## config.mk

```make
export PLATFORM = sky130hd
export DESIGN_NAME = branch_resolve_unit_flat
export DESIGN_NICKNAME = d
export VERILOG_FILES = /design/src/rtl/branch_resolve_unit_if.sv /design/src/rtl/branch_resolve_unit.sv /design/src/flat_wrapper.sv
export SDC_FILE = /design/constraint.sdc
export NUM_CORES = 1
export LEC_CHECK = 0
export ABC_AREA = 1
export CELL_PAD_IN_SITES_DETAIL_PLACEMENT = 0
export CELL_PAD_IN_SITES_GLOBAL_PLACEMENT = 1
export CORE_MARGIN = 4
export CORE_UTILIZATION = 35
export DETAILED_ROUTE_END_ITERATION = 6
export HOLD_SLACK_MARGIN = 0.02
export PLACE_DENSITY_LB_ADDON = 0.1
export SYNTH_ARGS = -nofsm -noshare
export SYNTH_HDL_FRONTEND = slang
export SYNTH_SLANG_ARGS = --single-unit
```

## constraint.sdc

```tcl
create_clock -name clk -period 2.71 [get_ports clk]
set_input_delay 0.271 -clock clk [delete_from_list [all_inputs] [get_ports clk]]
set_output_delay 0.271 -clock clk [all_outputs]
set_load 0.02 [all_outputs]
```

## src/rtl/branch_resolve_unit_if.sv

```systemverilog
// Request/response and comparator-side signals of the branch resolver.
// The master side is the upstream issue logic plus comparator; the slave side is the resolver.
interface branch_resolve_unit_if #(
    parameter int W     = 16,
    parameter int OFF_W = 8
);
    logic             in_valid;
    logic             in_ready;
    logic [W-1:0]     in_a;
    logic [W-1:0]     in_b;
    logic [2:0]       in_cond;
    logic [W-1:0]     in_pc;
    logic [OFF_W-1:0] in_off;
    logic             in_pred;

    logic [W-1:0]     cmp_a;
    logic [W-1:0]     cmp_b;
    logic             cmp_lt;
    logic             cmp_gt;
    logic             cmp_eq;

    logic             out_valid;
    logic             out_ready;
    logic             out_taken;
    logic [W-1:0]     out_next_pc;
    logic             out_mispredict;
    logic [2:0]       flags;

    modport master (
        output in_valid, in_a, in_b, in_cond, in_pc, in_off, in_pred,
        output cmp_lt, cmp_gt, cmp_eq, out_ready,
        input  in_ready, cmp_a, cmp_b,
        input  out_valid, out_taken, out_next_pc, out_mispredict, flags
    );

    modport slave (
        input  in_valid, in_a, in_b, in_cond, in_pc, in_off, in_pred,
        input  cmp_lt, cmp_gt, cmp_eq, out_ready,
        output in_ready, cmp_a, cmp_b,
        output out_valid, out_taken, out_next_pc, out_mispredict, flags
    );
endinterface

```

## src/rtl/branch_resolve_unit.sv

```systemverilog
// Two-stage branch resolver: S1 holds operands for the external unsigned comparator,
// S2 holds the resolved direction/next-PC; a flag register tracks the last retired compare.
module branch_resolve_unit #(
    parameter int W     = 16,
    parameter int OFF_W = 8
) (
    input  logic               clk,
    input  logic               rst_n,
    input  logic               flush,
    branch_resolve_unit_if.slave bus
);

    localparam logic [2:0] C_EQ  = 3'd0;
    localparam logic [2:0] C_NE  = 3'd1;
    localparam logic [2:0] C_LT  = 3'd2;
    localparam logic [2:0] C_GE  = 3'd3;
    localparam logic [2:0] C_LTU = 3'd4;
    localparam logic [2:0] C_GEU = 3'd5;
    localparam logic [2:0] C_GT  = 3'd6;

    // The comparator is unsigned; when the signs differ the sign bits alone decide order.
    function automatic logic [2:0] correct_flags(input logic sa, input logic sb,
                                                 input logic lt, input logic gt,
                                                 input logic eq);
        if (sa != sb)
            return {sa, sb, eq};
        return {lt, gt, eq};
    endfunction

    function automatic logic cond_eval(input logic [2:0] cond, input logic [2:0] f,
                                       input logic ult);
        case (cond)
            C_EQ:    return f[0];
            C_NE:    return !f[0];
            C_LT:    return f[2];
            C_GE:    return !f[2];
            C_LTU:   return ult;
            C_GEU:   return !ult;
            C_GT:    return f[1];
            default: return !f[1];
        endcase
    endfunction

    function automatic logic [W-1:0] resolve_pc(input logic [W-1:0] pc,
                                                input logic signed [OFF_W-1:0] off,
                                                input logic taken);
        logic [W-1:0] step;
        step = taken ? {{(W-OFF_W){off[OFF_W-1]}}, off} : W'(1);
        return pc + step;
    endfunction

    logic                    vld_p1, vld_p2;
    logic signed [W-1:0]     a_p1, b_p1;
    logic [2:0]              cond_p1;
    logic [W-1:0]            pc_p1;
    logic signed [OFF_W-1:0] off_p1;
    logic                    pred_p1;

    logic [2:0]              flg_p1;
    logic                    taken_p1;
    logic [W-1:0]            npc_p1;

    logic                    taken_p2;
    logic [W-1:0]            npc_p2;
    logic                    mis_p2;
    logic [2:0]              flg_p2;
    logic [2:0]              flags_q;

    logic s2_adv, s1_adv, accept, retire;

    assign s2_adv       = !vld_p2 || bus.out_ready;
    assign s1_adv       = vld_p1 && s2_adv;
    assign bus.in_ready = !flush && (!vld_p1 || s2_adv);
    assign accept       = bus.in_valid && bus.in_ready;
    assign retire       = vld_p2 && bus.out_ready;

    // ---- stage p1: operand capture, comparator drive, evaluation ----
    always_ff @(posedge clk or negedge rst_n) begin
        if (!rst_n) begin
            a_p1 <= '0;
            b_p1 <= '0;
        end else if (accept) begin
            a_p1 <= $signed(bus.in_a);
            b_p1 <= $signed(bus.in_b);
        end
    end

    always_ff @(posedge clk) begin
        if (accept) begin
            cond_p1 <= bus.in_cond;
            pc_p1   <= bus.in_pc;
            off_p1  <= $signed(bus.in_off);
            pred_p1 <= bus.in_pred;
        end
    end

    assign bus.cmp_a = a_p1;
    assign bus.cmp_b = b_p1;

    assign flg_p1   = correct_flags(a_p1[W-1], b_p1[W-1], bus.cmp_lt, bus.cmp_gt, bus.cmp_eq);
    assign taken_p1 = cond_eval(cond_p1, flg_p1, bus.cmp_lt);
    assign npc_p1   = resolve_pc(pc_p1, off_p1, taken_p1);

    // ---- stage p2: resolved result toward fetch ----
    always_ff @(posedge clk or negedge rst_n) begin
        if (!rst_n) begin
            taken_p2 <= 1'b0;
            npc_p2   <= '0;
            mis_p2   <= 1'b0;
        end else if (s1_adv) begin
            taken_p2 <= taken_p1;
            npc_p2   <= npc_p1;
            mis_p2   <= taken_p1 != pred_p1;
        end
    end

    always_ff @(posedge clk) begin
        if (s1_adv)
            flg_p2 <= flg_p1;
    end

    always_ff @(posedge clk or negedge rst_n) begin
        if (!rst_n) begin
            vld_p1  <= 1'b0;
            vld_p2  <= 1'b0;
            flags_q <= 3'b001;
        end else begin
            if (flush)
                vld_p1 <= 1'b0;
            else if (accept)
                vld_p1 <= 1'b1;
            else if (s1_adv)
                vld_p1 <= 1'b0;

            if (flush)
                vld_p2 <= 1'b0;
            else if (s2_adv)
                vld_p2 <= vld_p1;

            // A result retiring under flush still counts as architecturally complete.
            if (retire)
                flags_q <= flg_p2;
        end
    end

    assign bus.out_valid      = vld_p2;
    assign bus.out_taken      = taken_p2;
    assign bus.out_next_pc    = npc_p2;
    assign bus.out_mispredict = mis_p2;
    assign bus.flags          = flags_q;

endmodule

```

## src/flat_wrapper.sv

```systemverilog
// flat-port wrapper written by rule: the top's interface ports become plain ports
module branch_resolve_unit_flat 
#(
    parameter int W     = 16,
    parameter int OFF_W = 8
)
  (clk, rst_n, flush, bus_in_valid, bus_in_a, bus_in_b, bus_in_cond, bus_in_pc, bus_in_off, bus_in_pred, bus_cmp_lt, bus_cmp_gt, bus_cmp_eq, bus_out_ready, bus_in_ready, bus_cmp_a, bus_cmp_b, bus_out_valid, bus_out_taken, bus_out_next_pc, bus_out_mispredict, bus_flags);
  branch_resolve_unit_if #(.W(W), .OFF_W(OFF_W)) bus_i ();
  input  logic clk;
  input  logic rst_n;
  input  logic flush;
  input wire logic [$bits(bus_i.in_valid)-1:0] bus_in_valid;
  input wire logic [$bits(bus_i.in_a)-1:0] bus_in_a;
  input wire logic [$bits(bus_i.in_b)-1:0] bus_in_b;
  input wire logic [$bits(bus_i.in_cond)-1:0] bus_in_cond;
  input wire logic [$bits(bus_i.in_pc)-1:0] bus_in_pc;
  input wire logic [$bits(bus_i.in_off)-1:0] bus_in_off;
  input wire logic [$bits(bus_i.in_pred)-1:0] bus_in_pred;
  input wire logic [$bits(bus_i.cmp_lt)-1:0] bus_cmp_lt;
  input wire logic [$bits(bus_i.cmp_gt)-1:0] bus_cmp_gt;
  input wire logic [$bits(bus_i.cmp_eq)-1:0] bus_cmp_eq;
  input wire logic [$bits(bus_i.out_ready)-1:0] bus_out_ready;
  output wire logic [$bits(bus_i.in_ready)-1:0] bus_in_ready;
  output wire logic [$bits(bus_i.cmp_a)-1:0] bus_cmp_a;
  output wire logic [$bits(bus_i.cmp_b)-1:0] bus_cmp_b;
  output wire logic [$bits(bus_i.out_valid)-1:0] bus_out_valid;
  output wire logic [$bits(bus_i.out_taken)-1:0] bus_out_taken;
  output wire logic [$bits(bus_i.out_next_pc)-1:0] bus_out_next_pc;
  output wire logic [$bits(bus_i.out_mispredict)-1:0] bus_out_mispredict;
  output wire logic [$bits(bus_i.flags)-1:0] bus_flags;
  assign bus_i.in_valid = bus_in_valid;
  assign bus_i.in_a = bus_in_a;
  assign bus_i.in_b = bus_in_b;
  assign bus_i.in_cond = bus_in_cond;
  assign bus_i.in_pc = bus_in_pc;
  assign bus_i.in_off = bus_in_off;
  assign bus_i.in_pred = bus_in_pred;
  assign bus_i.cmp_lt = bus_cmp_lt;
  assign bus_i.cmp_gt = bus_cmp_gt;
  assign bus_i.cmp_eq = bus_cmp_eq;
  assign bus_i.out_ready = bus_out_ready;
  assign bus_in_ready = bus_i.in_ready;
  assign bus_cmp_a = bus_i.cmp_a;
  assign bus_cmp_b = bus_i.cmp_b;
  assign bus_out_valid = bus_i.out_valid;
  assign bus_out_taken = bus_i.out_taken;
  assign bus_out_next_pc = bus_i.out_next_pc;
  assign bus_out_mispredict = bus_i.out_mispredict;
  assign bus_flags = bus_i.flags;
  branch_resolve_unit #(.W(W), .OFF_W(OFF_W)) u_core (.clk(clk), .rst_n(rst_n), .flush(flush), .bus(bus_i));
endmodule
```

# After elaboration in Yosys (flattened, before gate mapping)
# Index checks and enable logic that the tools add are counted.
dict set report word_totals {
  word_cells 48
  mem_bits_ro 0
  inputBits 68
  regBits 86
  ram_bits 0
  latch_bits 0
  memories 0
}
dict set report op_classes {
  addsub 1
  n_lt_le_gt_ge 0
  bitwise 0
  n_mul 0
  shifts 0
  div_mod_pow 0
  n_eq_ne 8
  reduce_logical 16
  mux 10
}
# operator n
set ops {}
lappend ops {{16-bit adder} 1}
lappend ops {{16-bit two-way mux} 1}
lappend ops {{3-bit equality test (second input constant)} 3}
lappend ops {{1-bit logical NOT} 7}
lappend ops {{1-bit one-hot mux with 7 select lines} 1}
lappend ops {{3-bit by 2-bit equality test with 1-bit output (second input constant)} 2}
lappend ops {{1-bit two-way mux} 6}
lappend ops {{3-bit two-way mux} 2}
lappend ops {{1-bit logical AND} 4}
lappend ops {{3-bit by 1-bit equality test with 1-bit output (second input constant)} 1}
lappend ops {{3-bit logical NOT} 1}
lappend ops {{3-bit nonzero test} 1}
lappend ops {{1-bit logical OR} 2}
lappend ops {{1-bit != test} 2}
lappend ops {{2-bit nonzero test} 1}

# Depth between registers and ports, before layout
dict set report logic_depth {
  word_depth 7
  depth_mapped 21
  mapped_depth_nobuf 21
}

# Worst setup path after synthesis
# Ideal clock, no wire load.
dict set report synth_path {
  kind {register -> register}
  from {register u_core.b_p1[15], in the netlist u_core.bus.cmp_b[15]}
  to {register u_core.npc_p2[12], in the netlist u_core.bus.out_next_pc[12]}
  required_time_ps 2591
  setup_slack_ps 74
  period_less_slack_ps 2636
  path_stages_with_launch 22
  t_arrival_ps 2517
  setup_ps 119
  path_buffers 0
  cell_sequence {dfrtp_1 -> inv_1 -> nand2_1 -> nand2_1 -> nand3_1 -> nand2_1 -> nand2_1 -> nand2_1 -> nand2_2 -> inv_2 -> or2_1 -> ha_1 -> inv_1 -> fa_1 -> o21ai_2 -> a21oi_4 -> o21bai_4 -> nand2_1 -> nand2_1 -> nand2_1 -> nand3_1 -> nand2_1}
}
dict set report synth_between {
  elab_chain_len 7
  word_cells_on_any_way 10
}
# element line
set synth_rtl {}
lappend synth_rtl {{start, declared} branch_resolve_unit.sv:53} ;# logic signed [W-1:0] a_p1, b_p1;
lappend synth_rtl {{start signal, assigned} branch_resolve_unit.sv:84} ;# b_p1 <= $signed(bus.in_b);
lappend synth_rtl {{1-bit != test} branch_resolve_unit.sv:25} ;# if (sa != sb)
lappend synth_rtl {{1-bit two-way mux} branch_resolve_unit.sv:25}
lappend synth_rtl {{3-bit two-way mux (*)} branch_resolve_unit.sv:27} ;# return {lt, gt, eq};
lappend synth_rtl {{1-bit logical NOT, on equally long branches} {branch_resolve_unit.sv:40, branch_resolve_unit.sv:34, branch_resolve_unit.sv:36}}
lappend synth_rtl {{1-bit one-hot mux with 7 select lines (*)} branch_resolve_unit.sv:32} ;# case (cond)
lappend synth_rtl {{16-bit two-way mux (*)} branch_resolve_unit.sv:48} ;# step = taken ? {{(W-OFF_W){off[OFF_W-1]}}, off} : W'(1);
lappend synth_rtl {{16-bit adder (*)} branch_resolve_unit.sv:49} ;# return pc + step;
lappend synth_rtl {{end signal, assigned} branch_resolve_unit.sv:112} ;# npc_p2 <= npc_p1;
lappend synth_rtl {{end, declared} branch_resolve_unit.sv:64} ;# logic [W-1:0] npc_p2;
# Mark *: on every way between the ends. The rest lies on a longest branch, timed or not. The select of a mux whose other input is x is not followed.
# A chain may end at the register's enable or synchronous reset.

# Worst setup path in the final report
dict set report layout_path {
  from {register u_core.a_p1[15], in the netlist u_core.bus.cmp_a[15]}
  to {register u_core.npc_p2[12], in the netlist u_core.bus.out_next_pc[12]}
}
dict set report layout_between {
  elab_chain_len 7
  word_cells_on_any_way 10
}
# element line
set layout_rtl {}
lappend layout_rtl {{start, declared} branch_resolve_unit.sv:53}
lappend layout_rtl {{start signal, assigned} branch_resolve_unit.sv:83} ;# a_p1 <= $signed(bus.in_a);
lappend layout_rtl {{1-bit != test} branch_resolve_unit.sv:25}
lappend layout_rtl {{1-bit two-way mux} branch_resolve_unit.sv:25}
lappend layout_rtl {{3-bit two-way mux (*)} branch_resolve_unit.sv:27}
lappend layout_rtl {{1-bit logical NOT, on equally long branches} {branch_resolve_unit.sv:40, branch_resolve_unit.sv:34, branch_resolve_unit.sv:36}}
lappend layout_rtl {{1-bit one-hot mux with 7 select lines (*)} branch_resolve_unit.sv:32}
lappend layout_rtl {{16-bit two-way mux (*)} branch_resolve_unit.sv:48}
lappend layout_rtl {{16-bit adder (*)} branch_resolve_unit.sv:49}
# Marked as above.

==> reports/results.ini <==
[yosys]
async_reset_ff_share_pct=64.0
synth.area.top_cells=dfrtp_1 34%, edfxtp_1 24%, nand2_1 15%
yosysMostFrequentCell=nand2_1
synth_top_cell_by_area=dfrtp_1
synth-seq-cells=86
synthFlopType=dfrtp_1
yosys_warnings=0
ys_seq_area_share_pct=58.7
synth_common_cells=162 x nand2_1, 54 x dfrtp_1, 33 x inv_1, 31 x edfxtp_1, 19 x nand3_1
yosysUniqueCellTypes=37
synth_nets=497
synth_edf_count=31
synth_cells=413
synth_area_um2=3940
netlist.area_leader.share_pct=34.3
syn_area_per_cell_um2=9.53

[detailed_routing]
wl_per_cell_um=14.1
ant_nets=0
num_vias=3200
wirelength_um=10100
drcViolationCount=0
vias_per_cell=4.46
drtPass1Iterations=4
drt_iter0_drc=124

[sta]
fin_skew_ns=0.00435
max_freq_ghz=0.367
relSlewSlack_pct=53.2
setup_viol=1
hold_viol=0
drv_slew=0
setup_ws_ns=-0.0117
fin_crit_ns=2.72
rsz0062_at_grt=yes
fin_crit_sh_pct=100
tightestPinTransition_ns=0.702

[flow_run]
drv_cap=0

[place]
dpl.cell_count=694
dpl.hpwl_um=7160
place_ws_ns=-0.227
io_buffers=122
gp_congestion=0.787

[cells_and_area]
drive_gt1_share_pct=19.6
nFillCells=1014
diodes=0
syn2layout_area_growth_pct=55.2
fin_cells=717
nNetsFinal=656

[critical_path]
end_kind=flip-flop
critPathTopFamily=simple AND/OR/NAND/NOR gates
crit_path_max_incr_delay_ns=0.42
cp.buffers_inverters=4
path_class=reg2reg
crit_fanout=3
cpMaxStageDelayCell=dfrtp_1
required_ns=2.93
startpoint_type=flip-flop
crit_chain=inv_2, nand2_2, nand2_2, nand3_2, nand2_2, nand2_1, nand2_1, nand2_2, inv_2, or2_1, ha_2, inv_2, fa_2, o21ai_4, a21oi_4, buf_6, o21bai_4, nand2_2, nand2_1, nand2_1, nand3_1, nand2_1
cp_data_arrival_time_ns=2.95

[clock_tree]
clk_path_buf_depth=2
clkTransAtPathRegs_ns=0.06
cts-root-buf=clkbuf_16
cts_tree=yes
cts_buffers=9
insertion_delay_ns=0.34
cts_max_level=3
clock-sinks=86

[floorplanning]
die_w_um=114
boundaryPins=123
die_y_um=114
start_util_pct=36.0
rows=38
die-area_um2=13000
core_area_um2=10900

[power_and_ir_drop]
p_leak_uw=0.00272
p_per_area_nw_per_um2=627
ir_drop_v=0.000417

[hold_path]
hp-class=in2reg

[global_route]
antenna_found_initial=0
grt_pass1_wl_um=15700
grt_usage_pct=15.5
grt_max_degree=33
grt_pass1_vias=3256
grt_overflow=0

[run_status]
status=complete, but fails checks
violations=negative setup slack

[path summary, 6_finish.rpt]
path / startpoint / endpoint / slack, ns / cells after the start
min in group asynchronous: rst_n / u_core.bus.cmp_a[10] / 0.53 / 2
hold reg to reg: u_core.bus.cmp_a[4] / u_core.bus.cmp_a[4] / 0.47 / 2
setup / recovery: u_core.bus.cmp_a[15] / u_core.bus.out_next_pc[12] / -0.01 / 22
hold / removal: bus_in_b[4] / u_core.bus.cmp_b[4] / 0.46 / 3
max in group asynchronous: rst_n / u_core.bus.cmp_a[13] / 1.49 / 3
setup reg to reg: u_core.bus.cmp_a[15] / u_core.bus.out_next_pc[12] / -0.01 / 22
[area by class of cell]
| cell class | instances | area, um^2 | area share [%] |
|---|---|---|---|
| Inverter | 39 | 154 | 2.52 |
| Sequential cell | 86 | 2310 | 37.8 |
| Multi-Input combinational cell | 279 | 1710 | 28.0 |
| Tap cell | 140 | 175 | 2.87 |
| Clock inverter | 3 | 20.0 | 0.328 |
| Timing Repair Buffer | 157 | 1490 | 24.4 |
| Clock buffer | 13 | 250 | 4.10 |
[metal layers]
metal / up-vias / part of all wire, % / routed length [um] / track usage (%)
met5: - / 0 / 0 / 0
met4: 0 / 1.3 / 128 / 4.75
met3: 9 / 8.9 / 895 / 7.21
met2: 81 / 48 / 4870 / 25.3
met1: 1468 / 42 / 4200 / 18.1
li1: 1642 / - / - / -
[cell families (layout without fill, tap and decap cells)]
group                      Yosys count  count (layout)  share of synthesized area (%)
muxes                                3               3                          0.858
xor gates and xnor gates             8               8                           1.78
adders and majority gates           16              16                           5.28
AOI/OAI and AO/OA                   42              42                           6.68
DFF                                 86              86                           58.7
and+or+nand+nor                    210             210                           22.0
buffers and inverters               48             212                           4.74
[cells in the final DEF (no fill, tap or decap), types with 3 or more instances in the layout]
cell type        Yosys  layout
a21oi_1             11       9
and2_1               3       3
buf_4                0      32
clkbuf_1             4       3
clkbuf_16            0       9
clkdlybuf4s50_1      0     121
dfrtp_1             54      54
edfxtp_1            31      31
ha_4                 0      12
inv_1               33      29
inv_2                5       8
mux2_2               3       3
nand2_1            162     150
nand2_2              4      14
nand3_1             19      18
nor2_1              13       6
nor2_2               1       6
o21ai_0             13      12
o21ai_1              8       8
xnor2_1              7       7
[flip-flops by register name (all words and copies together) (netlist names)]
register                   flops
u_core.bus.cmp_a              16
u_core.bus.cmp_b              16
u_core.bus.out_next_pc        16
u_core.pc_p1                  16
u_core.off_p1                  8
u_core.bus.flags               3
u_core.cond_p1                 3
u_core.flg_p2                  3
u_core.bus.out_mispredict      1
u_core.bus.out_taken           1
u_core.bus.out_valid           1
u_core.pred_p1                 1
u_core.vld_p1                  1
[per-stage QoR]
step | instance area, um^2 | utilization [%] | setup TNS [ns] | hold WS [ns] | total power [uW]
2_1_floorplan | 3940 | - | 0 | -0.0246 | 2090
3_3_place_gp | 5500 | 50.3 | -0.985 | 0.365 | 2620
3_5_place_dp | 5500 | 50.3 | -1.49 | 0.363 | 2630
4_1_cts | 5790 | 52.9 | 0 | 0.453 | 3790
5_1_grt | 6110 | 55.9 | -1.08 | 0.459 | 4030
6_report | 6110 | 55.9 | -0.0117 | 0.462 | 3830
[repair_timing]
| action | 4_1_cts | 5_1_grt |
|---|---|---|
| pin swaps | 1 | 22 |
| setup endpoints to repair | 1 | 10 |
| hold buffers | 1 | 0 |
| resized for setup | 1 | 58 |
| setup buffers | 0 | 6 |
| endpoints found under the hold margin | 25 | 0 |
[power by group]
| group | leakage [uW] | switching (uW) | internal [uW] | total, uW |
|---|---|---|---|---|
| clock network | 0.000134 | 499 | 648 | 1150 |
| registers | 0.000970 | 90.5 | 1510 | 1600 |
| logic | 0.00162 | 534 | 547 | 1080 |
| total | 0.00272 | 1120 | 2710 | 3830 |
[worst reg2reg max path: cells and delay by family (launching register included)]
| family | cells | cell delay [ns] |
|---|---|---|
| compound gates | 3 | 0.42 |
| fa+ha+maj | 2 | 0.59 |
| simple gates | 13 | 0.85 |
| flops | 1 | 0.42 |
| buf+inv | 4 | 0.32 |
No activity file was read; power rests on OpenSTA's default activity.
